## config.mk

```make
export PLATFORM = sky130hd
export DESIGN_NAME = sms_timing_ring_gen
export DESIGN_NICKNAME = d
export VERILOG_FILES = /design/src/rtl/sms_timing_pkg.sv /design/src/rtl/sms_osc_div.sv /design/src/rtl/sms_timing_ring_gen.sv
export SDC_FILE = /design/constraint.sdc
export NUM_CORES = 1
export LEC_CHECK = 0
export CORE_ASPECT_RATIO = 1.25
export CORE_MARGIN = 3
export CORE_UTILIZATION = 35
export DETAILED_ROUTE_END_ITERATION = 12
export DONT_BUFFER_PORTS = 1
export PLACE_DENSITY = 0.58
export RECOVER_POWER = 50
export SLEW_MARGIN = 25
export SYNTH_ARGS = -nofsm -noshare
export SYNTH_HDL_FRONTEND = slang
export SYNTH_SLANG_ARGS = --single-unit
```

## constraint.sdc

```tcl
create_clock -name i_clk -period 3.5 [get_ports i_clk]
set_clock_uncertainty 0.2 [all_clocks]
set_input_delay 0.7 -clock i_clk [delete_from_list [all_inputs] [get_ports i_clk]]
set_output_delay 0.7 -clock i_clk [all_outputs]
set_load 0.05 [all_outputs]
```

## src/rtl/sms_timing_pkg.sv

```systemverilog
// Shared types and parameter legality check for the SMS timing ring generator.
//   state_t    : ring sequencer state (IDLE, RUN)
//   params_ok  : true when DIV/HIGH/PHASES form a legal configuration
package sms_timing_pkg;

  typedef enum logic {
    ST_IDLE = 1'b0,
    ST_RUN  = 1'b1
  } state_t;

  // DIV >= 2, 1 <= HIGH <= DIV-1, PHASES >= 2
  function automatic bit params_ok(input int div, input int high, input int phases);
    return (div >= 2) && (high >= 1) && (high <= div - 1) && (phases >= 2);
  endfunction

endpackage

```

## src/rtl/sms_osc_div.sv

```systemverilog
// Programmable-period oscillator: divides i_clk by DIV, osc high for the
// last HIGH clocks of every period. Free-running outside reset.
//   i_clk   : system clock
//   i_reset : synchronous active-high reset
//   o_osc   : registered oscillator output
//   o_tick  : high on the last clock of each period (combinational)
module sms_osc_div
  import sms_timing_pkg::*;
#(
  parameter int DIV  = 10,
  parameter int HIGH = 2
) (
  input  logic i_clk,
  input  logic i_reset,
  output logic o_osc,
  output logic o_tick
);

  localparam int CW = (DIV > 2) ? $clog2(DIV) : 1;
  localparam logic [CW-1:0] LAST   = CW'(DIV - 1);
  localparam logic [CW-1:0] HI_BEG = CW'(DIV - HIGH);

  generate
    if (!params_ok(DIV, HIGH, 2)) begin : g_bad_params
      $error("sms_osc_div: illegal DIV/HIGH");
    end
  endgenerate

  logic [CW-1:0] r_cnt;
  logic          r_osc;
  logic [CW-1:0] w_next;

  assign w_next = (r_cnt == LAST) ? '0 : r_cnt + CW'(1);
  assign o_tick = (r_cnt == LAST);
  assign o_osc  = r_osc;

  // osc is computed from the next count so it stays aligned with r_cnt.
  always_ff @(posedge i_clk) begin
    if (i_reset) begin
      r_cnt <= '0;
      r_osc <= 1'b0;
    end else begin
      r_cnt <= w_next;
      r_osc <= (w_next >= HI_BEG);
    end
  end

endmodule

```

## src/rtl/sms_timing_ring_gen.sv

```systemverilog
// SMS timing ring generator: oscillator plus a one-hot ring of PHASES
// pulses sequencing a machine cycle, with run / single-step / halt-at-end.
//   i_clk, i_reset  : clock, synchronous active-high reset
//   i_run_req       : start free-running cycles (one clock)
//   i_step_req      : run exactly one machine cycle (one clock)
//   i_stop_req      : halt at end of the current cycle (one clock)
//   o_osc           : free-running oscillator
//   o_phase         : one-hot ring, zero when idle
//   o_cycle_start   : one-clock strobe entering phase[0]
//   o_running       : ring active
//   o_cycle_cnt     : completed machine cycles (wraps)
module sms_timing_ring_gen
  import sms_timing_pkg::*;
#(
  parameter int DIV    = 10,
  parameter int HIGH   = 2,
  parameter int PHASES = 20,
  parameter int CNT_W  = 16
) (
  input  logic              i_clk,
  input  logic              i_reset,
  input  logic              i_run_req,
  input  logic              i_step_req,
  input  logic              i_stop_req,
  output logic              o_osc,
  output logic [PHASES-1:0] o_phase,
  output logic              o_cycle_start,
  output logic              o_running,
  output logic [CNT_W-1:0]  o_cycle_cnt
);

  generate
    if (!params_ok(DIV, HIGH, PHASES)) begin : g_bad_params
      $error("sms_timing_ring_gen: illegal DIV/HIGH/PHASES");
    end
  endgenerate

  localparam logic [PHASES-1:0] PH0 = PHASES'(1);

  logic w_tick;
  logic w_req;
  logic w_start_now;

  state_t            r_state;
  logic [PHASES-1:0] r_phase;
  logic              r_cycle_start;
  logic              r_running;
  logic [CNT_W-1:0]  r_cnt;
  logic              r_start_pend;
  logic              r_stop_pend;
  logic              r_single;

  sms_osc_div #(.DIV(DIV), .HIGH(HIGH)) u_osc (
    .i_clk   (i_clk),
    .i_reset (i_reset),
    .o_osc   (o_osc),
    .o_tick  (w_tick)
  );

  assign w_req       = i_run_req | i_step_req;
  assign w_start_now = w_req | r_start_pend;

  always_ff @(posedge i_clk) begin
    if (i_reset) begin
      r_state       <= ST_IDLE;
      r_phase       <= '0;
      r_cycle_start <= 1'b0;
      r_running     <= 1'b0;
      r_cnt         <= '0;
      r_start_pend  <= 1'b0;
      r_stop_pend   <= 1'b0;
      r_single      <= 1'b0;
    end else begin
      r_cycle_start <= 1'b0;
      case (r_state)
        ST_IDLE: begin
          if (w_tick && w_start_now && !i_stop_req) begin
            r_state       <= ST_RUN;
            r_phase       <= PH0;
            r_running     <= 1'b1;
            r_cycle_start <= 1'b1;
            r_start_pend  <= 1'b0;
            if (w_req) r_single <= i_step_req & ~i_run_req;
          end else if (i_stop_req) begin
            // stop cancels a pending or simultaneous start
            r_start_pend <= 1'b0;
          end else if (w_req) begin
            r_start_pend <= 1'b1;
            r_single     <= i_step_req & ~i_run_req;
          end
        end
        ST_RUN: begin
          if (i_stop_req) r_stop_pend <= 1'b1;
          if (w_tick) begin
            if (r_phase[PHASES-1]) begin
              r_cnt <= r_cnt + CNT_W'(1);
              if (r_stop_pend || i_stop_req || r_single) begin
                r_state     <= ST_IDLE;
                r_phase     <= '0;
                r_running   <= 1'b0;
                r_stop_pend <= 1'b0;
                r_single    <= 1'b0;
              end else begin
                r_phase       <= PH0;
                r_cycle_start <= 1'b1;
              end
            end else begin
              r_phase <= {r_phase[PHASES-2:0], 1'b0};
            end
          end
        end
        default: r_state <= ST_IDLE;
      endcase
    end
  end

  assign o_phase       = r_phase;
  assign o_cycle_start = r_cycle_start;
  assign o_running     = r_running;
  assign o_cycle_cnt   = r_cnt;

endmodule

```

-- After elaboration in Yosys (flattened, before gate mapping)
Index checks and enable logic that the tools add are counted.
- add/sub/neg operators: 2
- magnitude comparators: 1
- eq/ne operators: 6
- multiplexer cells: 30
- bitwise gates (word level): 5
- reductions and logical operators: 11
- operator list (operator ; number):
    20-bit 2-to-1 mux ; 3
    20-bit case mux with 2 select lines ; 1
    1-bit 2-to-1 mux ; 21
    16-bit by 1-bit adder with 16-bit output, second input constant ; 1
    1-bit case mux with 2 select lines ; 4
    4-bit AND reduction ; 2
    4-bit by 1-bit adder with 4-bit output, second input constant ; 1
    4-bit == test, second input constant ; 1
    4-bit >= comparator, second input constant ; 1
    4-bit 2-to-1 mux ; 1
    2-bit by 1-bit != test with 1-bit output, second input constant ; 2
    2-bit != test, second input constant ; 2
    2-bit AND reduction ; 2
    3-bit != test, second input constant ; 1
    3-bit AND reduction ; 1
    3-bit nonzero test ; 1
    1-bit logical AND ; 2
    1-bit logical OR ; 2
    1-bit inverter ; 2
    1-bit OR ; 2
    1-bit AND ; 1
    1-bit zero test ; 1
- register bits: 47
- input bits: 5
- output and inout bits: 39
- logic and storage cells: 65

-- Longest topological paths before layout
- word-level depth: 6
- mapped depth: 6
- depth with buffers taken out: 5

-- Modules after synthesis
Synthesis repeated with hierarchy kept, for this count alone.
- cells, all modules: 211
- area, all modules: 1931.9 um^2
- by module, submodules not included (module ; instances ; cells each ; area each (um^2) ; seq. area each (um^2)):
    sms_timing_ring_gen ; 1 ; 192 ; 1762.9 ; 840.8
    sms_osc_div ; 1 ; 19 ; 168.9 ; 80.1

-- Worst setup path after synthesis
No wires, ideal clock.
- path type: flip-flop to flip-flop
- from: reg r_phase[19] (netlist: o_phase[19])
- to: reg r_cnt[15] (netlist: o_cycle_cnt[15])
- setup time: 0.070 ns
- arrival: 2.174 ns
- data required time: 3.230 ns
- path slack: 1.056 ns
- stages on the path, launching flop included: 6
- path buffers: 1
- clock period less this slack: 2.444 ns
- cell sequence: dfxtp_1 -> and4_1 -> or4b_4 -> buf_6 -> or4_1 -> a21oi_1
- longest elaborated chain between the ends: 1
- RTL lines (item ; line ; RTL):
    start, declared ; sms_timing_ring_gen.sv:45 ; logic [PHASES-1:0] r_phase;
    start signal, assigned ; sms_timing_ring_gen.sv:108 ; r_phase <= {r_phase[PHASES-2:0], 1'b0};
    3-bit AND reduction (no source line) ; n/a ;
    end signal, assigned ; sms_timing_ring_gen.sv:96 ; r_cnt <= r_cnt + CNT_W'(1);
    end, declared ; sms_timing_ring_gen.sv:48 ; logic [CNT_W-1:0] r_cnt;
No other way between the ends.
A chain may end at the register's enable or synchronous reset.

-- Final worst setup path
- from: reg r_cnt[2] (netlist: o_cycle_cnt[2])
- to: reg r_cnt[15] (netlist: o_cycle_cnt[15])
- longest elaborated chain between the ends: 1
- RTL lines (item ; line):
    16-bit by 1-bit adder with 16-bit output ; sms_timing_ring_gen.sv:96
No other way between the ends.

==> run summary <==
Reg2reg path depth = 4
Total track usage = 13.1%
Startpoint class of the critical path = flip-flop
#FFs+latches synth = 47
Hold Path Class = primary input to flip-flop
Antenna-violating nets left = 0
Worst R2R Start = o_cycle_cnt[2]
Number of synthesized flops with an enable pin = 0
Cells after Synth = 202
Status = finished, final reports clean
Max VDD drop = 0.218 mV
Largest net degree at the start of global routing = 48
RSZ-0062 raised after global routing = no
Worst Setup Slack, final = 1030 ps
Crit path DAT = 2490 ps
Clock slew seen by the registers of the worst setup and hold paths = 80 ps
Hold depth = 1
Comb power frac = 1.8%
Slowest-stage cell, CP = dfxtp_1
H-tree depth = 2
Max-slew violation count = 0
Initial Utilization = 36.5%
Clk buf depth = 2
Diodes inserted = 0
Final period utilization = 70.5%
Leakage power = 0.614 nW
Initial antenna violation count = 0
R2R Setup Slk = 1030 ps
Detail Placement HPWL = 2570 um
CP Data Required Time = 3530 ps
Min cycle time layout = 2470 ps
Crit-path max FO = 9
CTS tree = done
Sequential power share = 62.5%
Sink Count = 47
Slew margin rel. = 51.0%
Vias in the first global route = 1,443
Psw = 0.189 mW
Post-CTS sizing = 0
Place WS = 1040 ps
TNS Setup = 0 ps
Clock Latency Late Sink = 290 ps
CP top delay family = simple AND/OR/NAND/NOR gates
IO Port Bufs = 0
Power per Cell Area = 447 mW/mm^2
Final hold violation count = 0
# setup viols final = 0
Drt total wl = 3790 um
Die area = 0.00621 mm^2
Clock Power Share = 35.7%
Hold Path End = o_cycle_cnt[0]
Total power = 0.879 mW
Most used DFF post-synth = dfxtp_1
Global-route wire length before repair = 6510 um
Hold Startpoint = i_reset
Core Region = 0.00508 mm^2
Syn Nets = 208
Share of cells above drive strength 1 = 4.00%
Kind of end point of the critical path = flip-flop
Cell row count = 29
Post-CTS Hold Fix Bufs = 0
Internal power = 0.690 mW
Least-Margin Pin Slew = 735 ps
Setup CP Type = flip-flop to flip-flop
Clock root buffer = clkbuf_8
Buf/Inv on CP = 0
Cts bufs inserted = 5
I/O Pins = 44
CP max stage delay = 740 ps
Syn_area_per_cell = 9.17 um^2
Crit path cell chain = nand4_1 -> or4b_4 -> or4_1 -> a21oi_1
Gr ovfl total = 0
Nets = 205
Synthesis-to-finish area growth = 6.28%
Max frequency = 405 MHz
Syn. warnings = 0
Die width = 71.1 um
Synthesized area = 0.00185 mm^2
Netlist cell types = 35
Total number of vias = 1,424
Sequential fraction of the synthesis area = 50.8%
Async SR Flop Fraction = 0%
Worst r2r dst = o_cycle_cnt[15]
1st-iter DRT viols = 48
DIE HEIGHT = 87.3 um
WL per Instance = 14.5 um
Gpl congestion = 0.763
Worst hold slack = 270 ps
Pre-Repair DR Iteration Count = 4
Sw Ratio = 21.5%
Remaining DRCs = 0
# Max-Cap Violations = 0
Post-CTS Setup Inserts = 0
Avg Vias per Cell = 5.44
[state kept, by name (all words and copies together) (netlist names)]
signal         count
o_cycle_cnt       16
o_cycle_start      1
o_phase           20
o_running          1
r_single           1
r_start_pend       1
r_state            1
r_stop_pend        1
u_osc.o_osc        1
u_osc.r_cnt        4
[power by group through the flow]
stage | clock network [mW] | logic [mW] | registers (mW)
3_5_place_dp | 0 | 0.0160 | 0.563
6_report | 0.314 | 0.0160 | 0.550
5_1_grt | 0.351 | 0.0181 | 0.551
2_1_floorplan | 0 | 0.0205 | 0.561
4_1_cts | 0.329 | 0.0161 | 0.550
3_3_place_gp | 0 | 0.0159 | 0.562
[metal layers]
layer | part of all wire, % | track usage [%] | up-vias
met5 | 0 | 0 | -
met4 | 1.3 | 4.79 | 0
met3 | 7.3 | 5.89 | 5
met2 | 49 | 21.9 | 34
met1 | 43 | 14.8 | 664
li1 | - | - | 721
[final cells by class]
cell class | instances | area [um^2]
multi-input combinational | 137 | 835
timing repair buffer | 3 | 15.0
tap | 62 | 77.6
inverter | 5 | 18.8
sequential | 47 | 941
clock buffer | 7 | 76.3
fill | 535 | 3110
clock inverter | 1 | 5.00
[synth_stat cells, types with 2 or more instances]
| master | n | area (um^2) |
|---|---|---|
| a21oi_1 | 14 | 70.1 |
| a22oi_1 | 3 | 22.5 |
| and4_1 | 2 | 17.5 |
| clkbuf_1 | 10 | 37.5 |
| dfxtp_1 | 47 | 941 |
| inv_1 | 5 | 18.8 |
| mux2i_1 | 3 | 30.0 |
| nand2_1 | 7 | 26.3 |
| nand2b_1 | 19 | 119 |
| nand3_1 | 7 | 35.0 |
| nand4_1 | 4 | 25.0 |
| nor2_1 | 14 | 52.6 |
| nor3_1 | 6 | 30.0 |
| o21ai_0 | 2 | 10.0 |
| o21ai_1 | 7 | 35.0 |
| o21bai_1 | 2 | 15.0 |
| o22ai_1 | 18 | 113 |
| or3_1 | 9 | 56.3 |
| or4_1 | 2 | 15.0 |
| xnor2_1 | 4 | 35.0 |
| xor2_1 | 3 | 26.3 |
[cells by family (layout without fill, tap and decap cells)]
family,Yosys count,count (layout),synth area share (%)
xor gates and xnor gates,7,7,3.31
muxes,3,3,1.62
DFF,47,47,50.8
and+or+nand+nor,75,75,23.0
adders and majority gates,1,1,0.676
AOI/OAI and AO/OA,51,51,16.5
buffers and inverters,18,16,4.12
[cells in the final DEF (no fill, tap or decap), types with 2 or more instances in the layout]
cell,instances
and4_1,2
nand4_1,4
a22oi_1,3
nand3_1,7
mux2i_1,3
dfxtp_1,47
nor2_1,14
inv_1,5
nand2_1,7
o21ai_1,7
o21bai_1,2
xor2_1,3
o21ai_0,2
nor3_1,6
nand2b_1,19
clkbuf_1,4
xnor2_1,4
or3_1,9
a21oi_1,14
clkbuf_8,5
or4_1,2
o22ai_1,18
[through the flow]
step | cells | area [um^2] | utilization, %
2_1_floorplan | 202 | 1850 | -
3_3_place_gp | 254 | 1890 | 37.3
3_5_place_dp | 254 | 1890 | 37.3
4_1_cts | 262 | 1980 | 38.9
5_1_grt | 262 | 1970 | 38.7
6_report | 262 | 1970 | 38.7
[how the worst max path moves through the flow]
stage / startpoint / endpoint / slack, ps / cells past startpoint
5_1_grt: o_cycle_cnt[0] / o_cycle_cnt[10] / 910 / 5
3_5_place_dp: o_cycle_cnt[0] / o_cycle_cnt[15] / 1040 / 4
3_3_place_gp: o_cycle_cnt[0] / o_cycle_cnt[15] / 1070 / 4
6_report: o_cycle_cnt[2] / o_cycle_cnt[15] / 1030 / 4
2_1_floorplan: o_phase[19] / o_cycle_cnt[15] / 1060 / 5
4_1_cts: o_cycle_cnt[0] / o_cycle_cnt[15] / 1020 / 4
[worst register-to-register path: stages, from the launching register on]
cell     delay (ps)
dfxtp_1         740
nand4_1         240
or4b_4          600
or4_1           480
a21oi_1         140
(Power assumes the default switching activity.)
